**src/rtl/ps_ddr_rd_master.sv**
```systemverilog
// Read-burst engine: splits one PS read command into DDR bursts capped by
// MAX_BURST beats and never crossing a BOUNDARY-byte line, and forwards the beats.
module ps_ddr_rd_master #(
    parameter int MAX_BURST = 16,
    parameter int BOUNDARY  = 4096
) (
    input  logic        ps_clk,
    input  logic        ps_rst,
    input  logic        ps_ddr_rd_start,
    input  logic [31:0] ps_ddr_rd_addr,
    input  logic [31:0] ps_ddr_rd_length,
    output logic        ps_ddr_rd_en,
    output logic [31:0] ps_ddr_rd_data,
    output logic        ps_ddr_rd_finish,
    output logic        ps_ddr_rd_busy,
    output logic        ps_ddr_rd_err,
    output logic        mem_rd_req,
    output logic [31:0] mem_rd_addr,
    output logic [8:0]  mem_rd_len,
    input  logic        mem_rd_ack,
    input  logic        mem_rd_valid,
    input  logic [31:0] mem_rd_data,
    input  logic        mem_rd_last
);

    typedef enum logic [1:0] {
        IDLE = 2'd0,
        REQ  = 2'd1,
        DATA = 2'd2,
        DONE = 2'd3
    } state_t;

    localparam logic [31:0] MAX_BURST_W = 32'(MAX_BURST);
    localparam logic [31:0] BOUNDARY_W  = 32'(BOUNDARY);

    state_t      state_r;
    logic [31:0] cur_addr_r;
    logic [29:0] remaining_r;
    logic [8:0]  beat_cnt_r;
    logic [31:0] start_addr_s;
    logic [29:0] start_words_s;
    logic        unused_s;

    // Burst size is the smallest of the words left, the burst cap and the
    // words left before the next boundary line.
    function automatic logic [8:0] calc_beats(input logic [31:0] addr, input logic [29:0] rem);
        logic [31:0] bnd_words;
        logic [8:0]  lim;
        bnd_words = (BOUNDARY_W - (addr & (BOUNDARY_W - 32'd1))) >> 2;
        lim = MAX_BURST_W[8:0];
        if (bnd_words < MAX_BURST_W) begin
            lim = bnd_words[8:0];
        end
        if ({2'b00, rem} < {23'd0, lim}) begin
            lim = rem[8:0];
        end
        return lim;
    endfunction

    assign start_addr_s  = {ps_ddr_rd_addr[31:2], 2'b00};
    assign start_words_s = ps_ddr_rd_length[31:2];
    assign unused_s      = ^{ps_ddr_rd_addr[1:0], ps_ddr_rd_length[1:0]};

    // Command FSM, burst bookkeeping, beat forwarding and protocol error tracking.
    always_ff @(posedge ps_clk or negedge ps_rst) begin
        if (!ps_rst) begin
            state_r          <= IDLE;
            cur_addr_r       <= 32'd0;
            remaining_r      <= 30'd0;
            beat_cnt_r       <= 9'd0;
            ps_ddr_rd_en     <= 1'b0;
            ps_ddr_rd_data   <= 32'd0;
            ps_ddr_rd_finish <= 1'b0;
            ps_ddr_rd_busy   <= 1'b0;
            ps_ddr_rd_err    <= 1'b0;
            mem_rd_req       <= 1'b0;
            mem_rd_addr      <= 32'd0;
            mem_rd_len       <= 9'd0;
        end else begin
            ps_ddr_rd_en     <= 1'b0;
            ps_ddr_rd_finish <= 1'b0;
            if (mem_rd_valid && (state_r == DATA)) begin
                ps_ddr_rd_en   <= 1'b1;
                ps_ddr_rd_data <= mem_rd_data;
            end
            case (state_r)
                IDLE: begin
                    if (ps_ddr_rd_start) begin
                        cur_addr_r     <= start_addr_s;
                        remaining_r    <= start_words_s;
                        ps_ddr_rd_busy <= 1'b1;
                        // a stray beat in the start cycle still counts against the new command
                        ps_ddr_rd_err  <= mem_rd_valid;
                        if (start_words_s == 30'd0) begin
                            state_r          <= DONE;
                            ps_ddr_rd_finish <= 1'b1;
                        end else begin
                            state_r     <= REQ;
                            mem_rd_req  <= 1'b1;
                            mem_rd_addr <= start_addr_s;
                            mem_rd_len  <= calc_beats(start_addr_s, start_words_s);
                        end
                    end else if (mem_rd_valid) begin
                        ps_ddr_rd_err <= 1'b1;
                    end
                end
                REQ: begin
                    if (mem_rd_valid) begin
                        ps_ddr_rd_err <= 1'b1;
                    end
                    if (mem_rd_ack) begin
                        mem_rd_req  <= 1'b0;
                        cur_addr_r  <= cur_addr_r + {21'd0, mem_rd_len, 2'b00};
                        remaining_r <= remaining_r - {21'd0, mem_rd_len};
                        beat_cnt_r  <= mem_rd_len;
                        state_r     <= DATA;
                    end
                end
                DATA: begin
                    if (mem_rd_valid) begin
                        beat_cnt_r <= beat_cnt_r - 9'd1;
                        if (beat_cnt_r == 9'd1) begin
                            if (!mem_rd_last) begin
                                ps_ddr_rd_err <= 1'b1;
                            end
                            if (remaining_r != 30'd0) begin
                                state_r     <= REQ;
                                mem_rd_req  <= 1'b1;
                                mem_rd_addr <= cur_addr_r;
                                mem_rd_len  <= calc_beats(cur_addr_r, remaining_r);
                            end else begin
                                state_r          <= DONE;
                                ps_ddr_rd_finish <= 1'b1;
                            end
                        end else if (mem_rd_last) begin
                            ps_ddr_rd_err <= 1'b1;
                        end
                    end
                end
                DONE: begin
                    if (mem_rd_valid) begin
                        ps_ddr_rd_err <= 1'b1;
                    end
                    ps_ddr_rd_busy <= 1'b0;
                    state_r        <= IDLE;
                end
                default: begin
                    state_r <= IDLE;
                end
            endcase
        end
    end

endmodule
```
**config.mk**
```make
export PLATFORM = sky130hd
export DESIGN_NAME = ps_ddr_rd_master
export DESIGN_NICKNAME = d
export VERILOG_FILES = /design/src/rtl/ps_ddr_rd_master.sv
export SDC_FILE = /design/constraint.sdc
export NUM_CORES = 1
export LEC_CHECK = 0
export ABC_AREA = 1
export CAP_MARGIN = 20
export CORE_ASPECT_RATIO = 1.2
export CORE_MARGIN = 4
export CORE_UTILIZATION = 35
export DETAILED_ROUTE_END_ITERATION = 8
export GPL_TIMING_DRIVEN = 0
export PLACE_DENSITY = 0.68
export SYNTH_ARGS = -nofsm -noshare
export SYNTH_HDL_FRONTEND = slang
export SYNTH_SLANG_ARGS = --single-unit
```
**constraint.sdc**
```tcl
create_clock -name ps_clk -period 7.3 [get_ports ps_clk]
set_input_delay 1.46 -clock ps_clk [delete_from_list [all_inputs] [get_ports ps_clk]]
set_output_delay 1.46 -clock ps_clk [all_outputs]
set_load 0.005 [all_outputs]
```
Word level (Yosys, flattened, before mapping). Index checks and enable logic that the tools add are counted.

Flip-flop bits (word level): 151. Word-level logic and storage cells: 112. Output and inout port bits: 78.

Order comparisons: 4. Equality and inequality tests: 12. Add/sub/neg operators: 5. Multiplexer cells: 62. Reduce and logical (&&, ||, !) cells: 17.

Operators with widths (number): 32-bit 2-to-1 mux (7); 9-bit 2-to-1 mux (18); 32-bit one-hot mux with 2 select lines (2); 30-bit by 5-bit less-than comparator with 1-bit output (second input constant) (2); 30-bit by 9-bit less-than comparator with 1-bit output (2); 30-bit 2-to-1 mux (2); 30-bit one-hot mux with 2 select lines (1); 9-bit one-hot mux with 2 select lines (2); 32-bit by 11-bit adder with 32-bit output (1); 30-bit logical NOT (1); 30-bit nonzero test (1); 30-bit by 9-bit subtractor with 30-bit output (1); 13-bit by 12-bit subtractor with 14-bit output (first input constant) (2); 1-bit 2-to-1 mux (19); 2-bit 2-to-1 mux (6); 9-bit by 1-bit == test with 1-bit output (second input constant) (1); 3-bit AND reduction (3); 9-bit by 1-bit subtractor with 9-bit output (second input constant) (1); 2-bit != test (second input constant) (4); 2-bit one-hot mux with 4 select lines (1); 2-bit nonzero test (4); 7-bit AND reduction (1); 1-bit one-hot mux with 3 select lines (2); 6-bit AND reduction (1); 12 further kinds (15).

Depth between registers and ports, before layout.
Word-level depth: 13. Depth in mapped cells: 23. Mapped depth without buffers: 23.

Worst setup path after synthesis. Ideal clock, no wire load.

Kind: in2reg. From: in ps_ddr_rd_addr[2]. To: reg mem_rd_len[5]. Path slack: 3.772 ns. Setup time: 0.062 ns. Arrival time: 3.466 ns. Stages: 22. Buffers on the path: 0. Data required time: 7.238 ns. Cell sequence: inv_1 -> ha_1 -> nand2_1 -> nand2_1 -> nand2_1 -> inv_1 -> nand2_1 -> inv_1 -> o21ai_0 -> a21o_1 -> ha_1 -> a21oi_1 -> nor2_1 -> a211oi_1 -> nand2_1 -> nand2_1 -> nand2_1 -> inv_1 -> nand3_1 -> nand3_1 -> nand2_1 -> inv_1.

Longest elaborated chain between the ends: 11.

RTL lines: from (decl) (line 10) `input logic [31:0] ps_ddr_rd_addr,`; 13-bit by 12-bit subtractor with 14-bit output (*) (line 49) `bnd_words = (BOUNDARY_W - (addr & (BOUNDARY_W - 32'd1))) >> 2;`; 30-bit by 5-bit less-than comparator with 1-bit output (line 51) `if (bnd_words < MAX_BURST_W) begin`; 9-bit 2-to-1 mux (*) (line 51); 9-bit 2-to-1 mux (*) (line 94) `if (start_words_s == 30'd0) begin`; 9-bit 2-to-1 mux (*) (line 88) `if (ps_ddr_rd_start) begin`; 9-bit 2-to-1 mux (*) (line 86) `case (state_r)`; 30-bit by 9-bit less-than comparator with 1-bit output (line 54) `if ({2'b00, rem} < {23'd0, lim}) begin`; 9-bit 2-to-1 mux (*) (line 54); 9-bit 2-to-1 mux (*) (line 94); 9-bit 2-to-1 mux (*) (line 88); 9-bit one-hot mux with 2 select lines (*) (line 86); to (signal assigned) (line 101) `mem_rd_len <= calc_beats(start_addr_s, start_words_s);`; to (signal assigned) (line 130) `mem_rd_len <= calc_beats(cur_addr_r, remaining_r);`; to (decl) (line 19) `output logic [8:0] mem_rd_len,`.

Every way passes the cells marked *; elsewhere a longest branch is shown, timed or not. The select of a mux whose other input is x is not followed. A chain may end at the register's enable or synchronous reset.

Final worst setup path.
From: in ps_ddr_rd_addr[2]. To: reg mem_rd_len[8].

The elaborated chain is that of the path after synthesis.

==> metrics.yaml <==
status: "finished, final reports clean"
rsz_0062_raised_after_global_routing: "false"
ctsHoldBuffers: 0
critical_path_peak_fanout: 6
clk_pin_slew_worst_paths_ns: 0.06
nNetsFinal: 1700
final_period_minus_worst_setup_slack_ns: 4.17
switching_power_mw: 2.56
maxCapViolCount: 0
post_synth_design_cell_area_um2: 9620
die_area_um2: 30200
first_pass_grt_wire_length_um: 54200
cts_sinks: 148
power-per-cell-area_nw_per_um2: 440
internal_power_contribution_mw: 2.92
max_vdd_drop_v: 0.000165
grtUsageTotal_pct: 22.6
preCtsSetupSlack_ns: 2.71
final.period_utilization_pct: 57.2
cts.repair.resized: 0
cts-root-buf: "sky130_fd_sc_hd__clkbuf_16"
cts-buffers-inserted: 17
rows: 66
hold_path_class: "flip-flop to flip-flop"
initial_utilization_pct: 35.5
die_h_um: 190
detailed_routing_iteration_count_for_the_pre_antenna_repair_pass: 6
detailed_route_wire_length_um: 33700
antenna_violating_nets_post_route: 0
drt_first_iter_violations: 847
skew_ns: 0.0117
clock_latency_ns: 0.44
layout.core_utilization_pct: 45.9
wire_per_inst_um: 17.7
synth-seq-cells: 148
dieWidth_um: 159
timing.critical_path.required_ns: 7.68
cts_setup_buffers: 0
area_delta_synth_final_pct: 29.4
grt_antenna_before_repair: 0
dp.final_hpwl_um: 26000
dr_total_vias: 9942
grt_max_degree: 92
leakagePower_nw: 5.73
remaining_design_rule_violation_count: 0
gp_congestion: 0.944
cts_max_path_buffers: 2
synth-warning-count: 0
syn_area_per_cell_um2: 7.09
top_level_ports: 180
synth.lib_cells_used.distinct: 51
met3_wirelength_um: 2160
grt_overflow_total: 0
wl_met1_um: 14400
report.final.slew_viol_count: 0
floorplan.core_area_um2: 27100
post-layout-total-power_mw: 5.47
clock.fmax_mhz: 240
wl_met2_um: 16000
power.combinational.fraction_pct: 54.7
criticalPathCategory: "input pin to flip-flop"
numPortBuffers: 175
cts.htree.levels: 4
seq_area_frac_synth_pct: 38.5
first_global_vias: 9974
end_kind: "flip-flop"
avgViaCountPerCell: 5.20
sw_frac_of_total_pct: 46.7
critical_path_arrival_ns: 4.55
post_synth_inst_count: 1356
timing.max_slew.rel_slack_pct: 41.0
power.clock.fraction_pct: 16.6
maxUsedRoutingLayer: "met4"
tightest_pin_transition_ns: 0.885
tritoncts_clock_tree: "yes"
crit_path_start_kind: "input pin"
final.setup.worst_slack_ns: 3.13
share_of_layout_cells_above_drive_strength_1_pct: 6.17
hold_viol_final: 0
seq_power_share_pct: 28.7
setup_viol: 0
antenna_cells_inserted: 0
flip-flops by register name, summed over array words and instances, names as in the netlist:
register	cells
mem_rd_addr	31
ps_ddr_rd_busy	1
beat_cnt_r	9
state_r	2
mem_rd_req	1
ps_ddr_rd_en	1
remaining_r	30
ps_ddr_rd_data	32
mem_rd_len	9
cur_addr_r	30
ps_ddr_rd_err	1
ps_ddr_rd_finish	1
stage by stage:
step / instances / TNS (ns) / hold WS (ns) / cell area [um2]
global placement: 1878 / -233.19 / 0.452 / 11800
finish: 1911 / 0 / 0.468 / 12400
CTS: 1911 / 0 / 0.473 / 12400
detailed placement: 1879 / 0 / 0.458 / 11900
global route: 1911 / 0 / 0.495 / 12400
floorplan: 1363 / 0 / 0.465 / 9650
final cells by class:
cell class / instances / area, um2
clock buffer: 20 / 437
sequential: 148 / 3700
clock inverter: 12 / 156
buffer: 51 / 223
timing repair buffer: 176 / 1780
inverter: 146 / 551
tap: 340 / 425
fill: 2711 / 14600
multi-input combinational: 1018 / 5170
final timing paths:
check	from	end	slack, ns	cells past startpoint
setup / recovery	ps_ddr_rd_addr[2]	mem_rd_len[8]	3.13	22
hold / removal	ps_ddr_rd_data[13]	ps_ddr_rd_data[13]	0.47	2
setup reg to reg	cur_addr_r[2]	mem_rd_len[1]	4.20	18
hold reg to reg	ps_ddr_rd_data[13]	ps_ddr_rd_data[13]	0.47	2
max in group asynchronous	ps_rst	remaining_r[18]	5.46	2
min in group asynchronous	ps_rst	ps_ddr_rd_data[29]	0.98	1
cells in the mapped netlist, drive strengths merged:
| cell type | n | share of area [%] |
|---|---|---|
| conb | 1 | 0.039 |
| nand4 | 13 | 0.85 |
| o211ai | 26 | 2.0 |
| o2bb2ai | 1 | 0.091 |
| buf | 24 | 1.2 |
| o21ai | 163 | 8.6 |
| ha | 38 | 4.9 |
| nor4 | 13 | 1.2 |
| dfrtp | 148 | 39 |
| nand2 | 411 | 16 |
| o22ai | 16 | 1.0 |
| clkbuf | 27 | 1.1 |
| o221ai | 1 | 0.091 |
| nor2 | 115 | 5.1 |
| o21a | 1 | 0.078 |
| or2 | 13 | 0.85 |
| o31ai | 2 | 0.16 |
| xor2 | 18 | 1.6 |
| and3 | 1 | 0.065 |
| nor3 | 28 | 1.5 |
| fa | 2 | 0.42 |
| a22o | 1 | 0.091 |
| a21oi | 40 | 2.2 |
| xnor2 | 4 | 0.36 |
| a21o | 1 | 0.078 |
| o21bai | 8 | 0.62 |
| a211oi | 2 | 0.16 |
| inv | 146 | 5.7 |
| nand3 | 84 | 4.6 |
| a21boi | 3 | 0.23 |
| nand3b | 5 | 0.39 |
worst max-delay path: stages:
cell and delay [ns]:
sky130_fd_sc_hd__clkdlybuf4s50_1 0.55, sky130_fd_sc_hd__inv_1 0.11, sky130_fd_sc_hd__ha_1 0.24, sky130_fd_sc_hd__nand2_1 0.09
sky130_fd_sc_hd__inv_1 0.04, sky130_fd_sc_hd__nand2_1 0.07, sky130_fd_sc_hd__nand2_1 0.05, sky130_fd_sc_hd__inv_1 0.16
sky130_fd_sc_hd__o21ai_0 0.12, sky130_fd_sc_hd__a21o_1 0.20, sky130_fd_sc_hd__ha_1 0.19, sky130_fd_sc_hd__a21oi_1 0.12
sky130_fd_sc_hd__nor2_1 0.05, sky130_fd_sc_hd__a211oi_1 0.17, sky130_fd_sc_hd__nand2_1 0.08, sky130_fd_sc_hd__nand2_1 0.16
sky130_fd_sc_hd__nand2_1 0.18, sky130_fd_sc_hd__inv_1 0.20, sky130_fd_sc_hd__nand3_1 0.10, sky130_fd_sc_hd__nand3_1 0.11
sky130_fd_sc_hd__nand2_1 0.05, sky130_fd_sc_hd__inv_1 0.04
cell usage in the layout (no fill, tap or decap), types with 7 or more instances in the layout:
cell                                n
sky130_fd_sc_hd__a21oi_1           37
sky130_fd_sc_hd__buf_1              7
sky130_fd_sc_hd__buf_2             15
sky130_fd_sc_hd__clkbuf_1          29
sky130_fd_sc_hd__clkbuf_16         17
sky130_fd_sc_hd__clkdlybuf4s50_1  174
sky130_fd_sc_hd__conb_1             8
sky130_fd_sc_hd__dfrtp_1          148
sky130_fd_sc_hd__ha_1              38
sky130_fd_sc_hd__inv_1            135
sky130_fd_sc_hd__inv_2             10
sky130_fd_sc_hd__nand2_1          407
sky130_fd_sc_hd__nand3_1           82
sky130_fd_sc_hd__nand4_1           13
sky130_fd_sc_hd__nor2_1           103
sky130_fd_sc_hd__nor2_2             7
sky130_fd_sc_hd__nor3_1            27
sky130_fd_sc_hd__nor4_1            10
sky130_fd_sc_hd__o211ai_1          26
sky130_fd_sc_hd__o21ai_0          149
sky130_fd_sc_hd__o21ai_1           12
sky130_fd_sc_hd__o21bai_1           8
sky130_fd_sc_hd__o22ai_1           16
sky130_fd_sc_hd__or2_2             10
sky130_fd_sc_hd__xor2_1            18
layer usage:
| metal | up-vias | GRT usage, % |
|---|---|---|
| met5 | - | 0 |
| met4 | 0 | 9.15 |
| met3 | 69 | 4.81 |
| met2 | 370 | 38.5 |
| met1 | 4656 | 28.0 |
| li1 | 4847 | - |
power by group through the flow:
stage	sequential, mW	clock, mW	combinational (mW)
final	1.57	0.908	2.99
after floorplan	1.50	0	1.82
after detailed placement	1.57	0	2.97
after CTS	1.57	0.921	2.99
after global placement	1.56	0	2.91
after global routing	1.62	0.952	3.36
logic make-up after synthesis:
| kind of cell | Yosys count | share of synthesized area, % |
|---|---|---|
| compound gates | 265 | 15.4 |
| xor+xnor | 22 | 2.00 |
| fa+ha+maj | 40 | 5.36 |
| buf+inv | 197 | 8.04 |
| flops | 148 | 38.5 |
| other cells | 1 | 0.0390 |
| simple gates | 683 | 30.6 |
No activity file was read; power rests on OpenSTA's default activity.
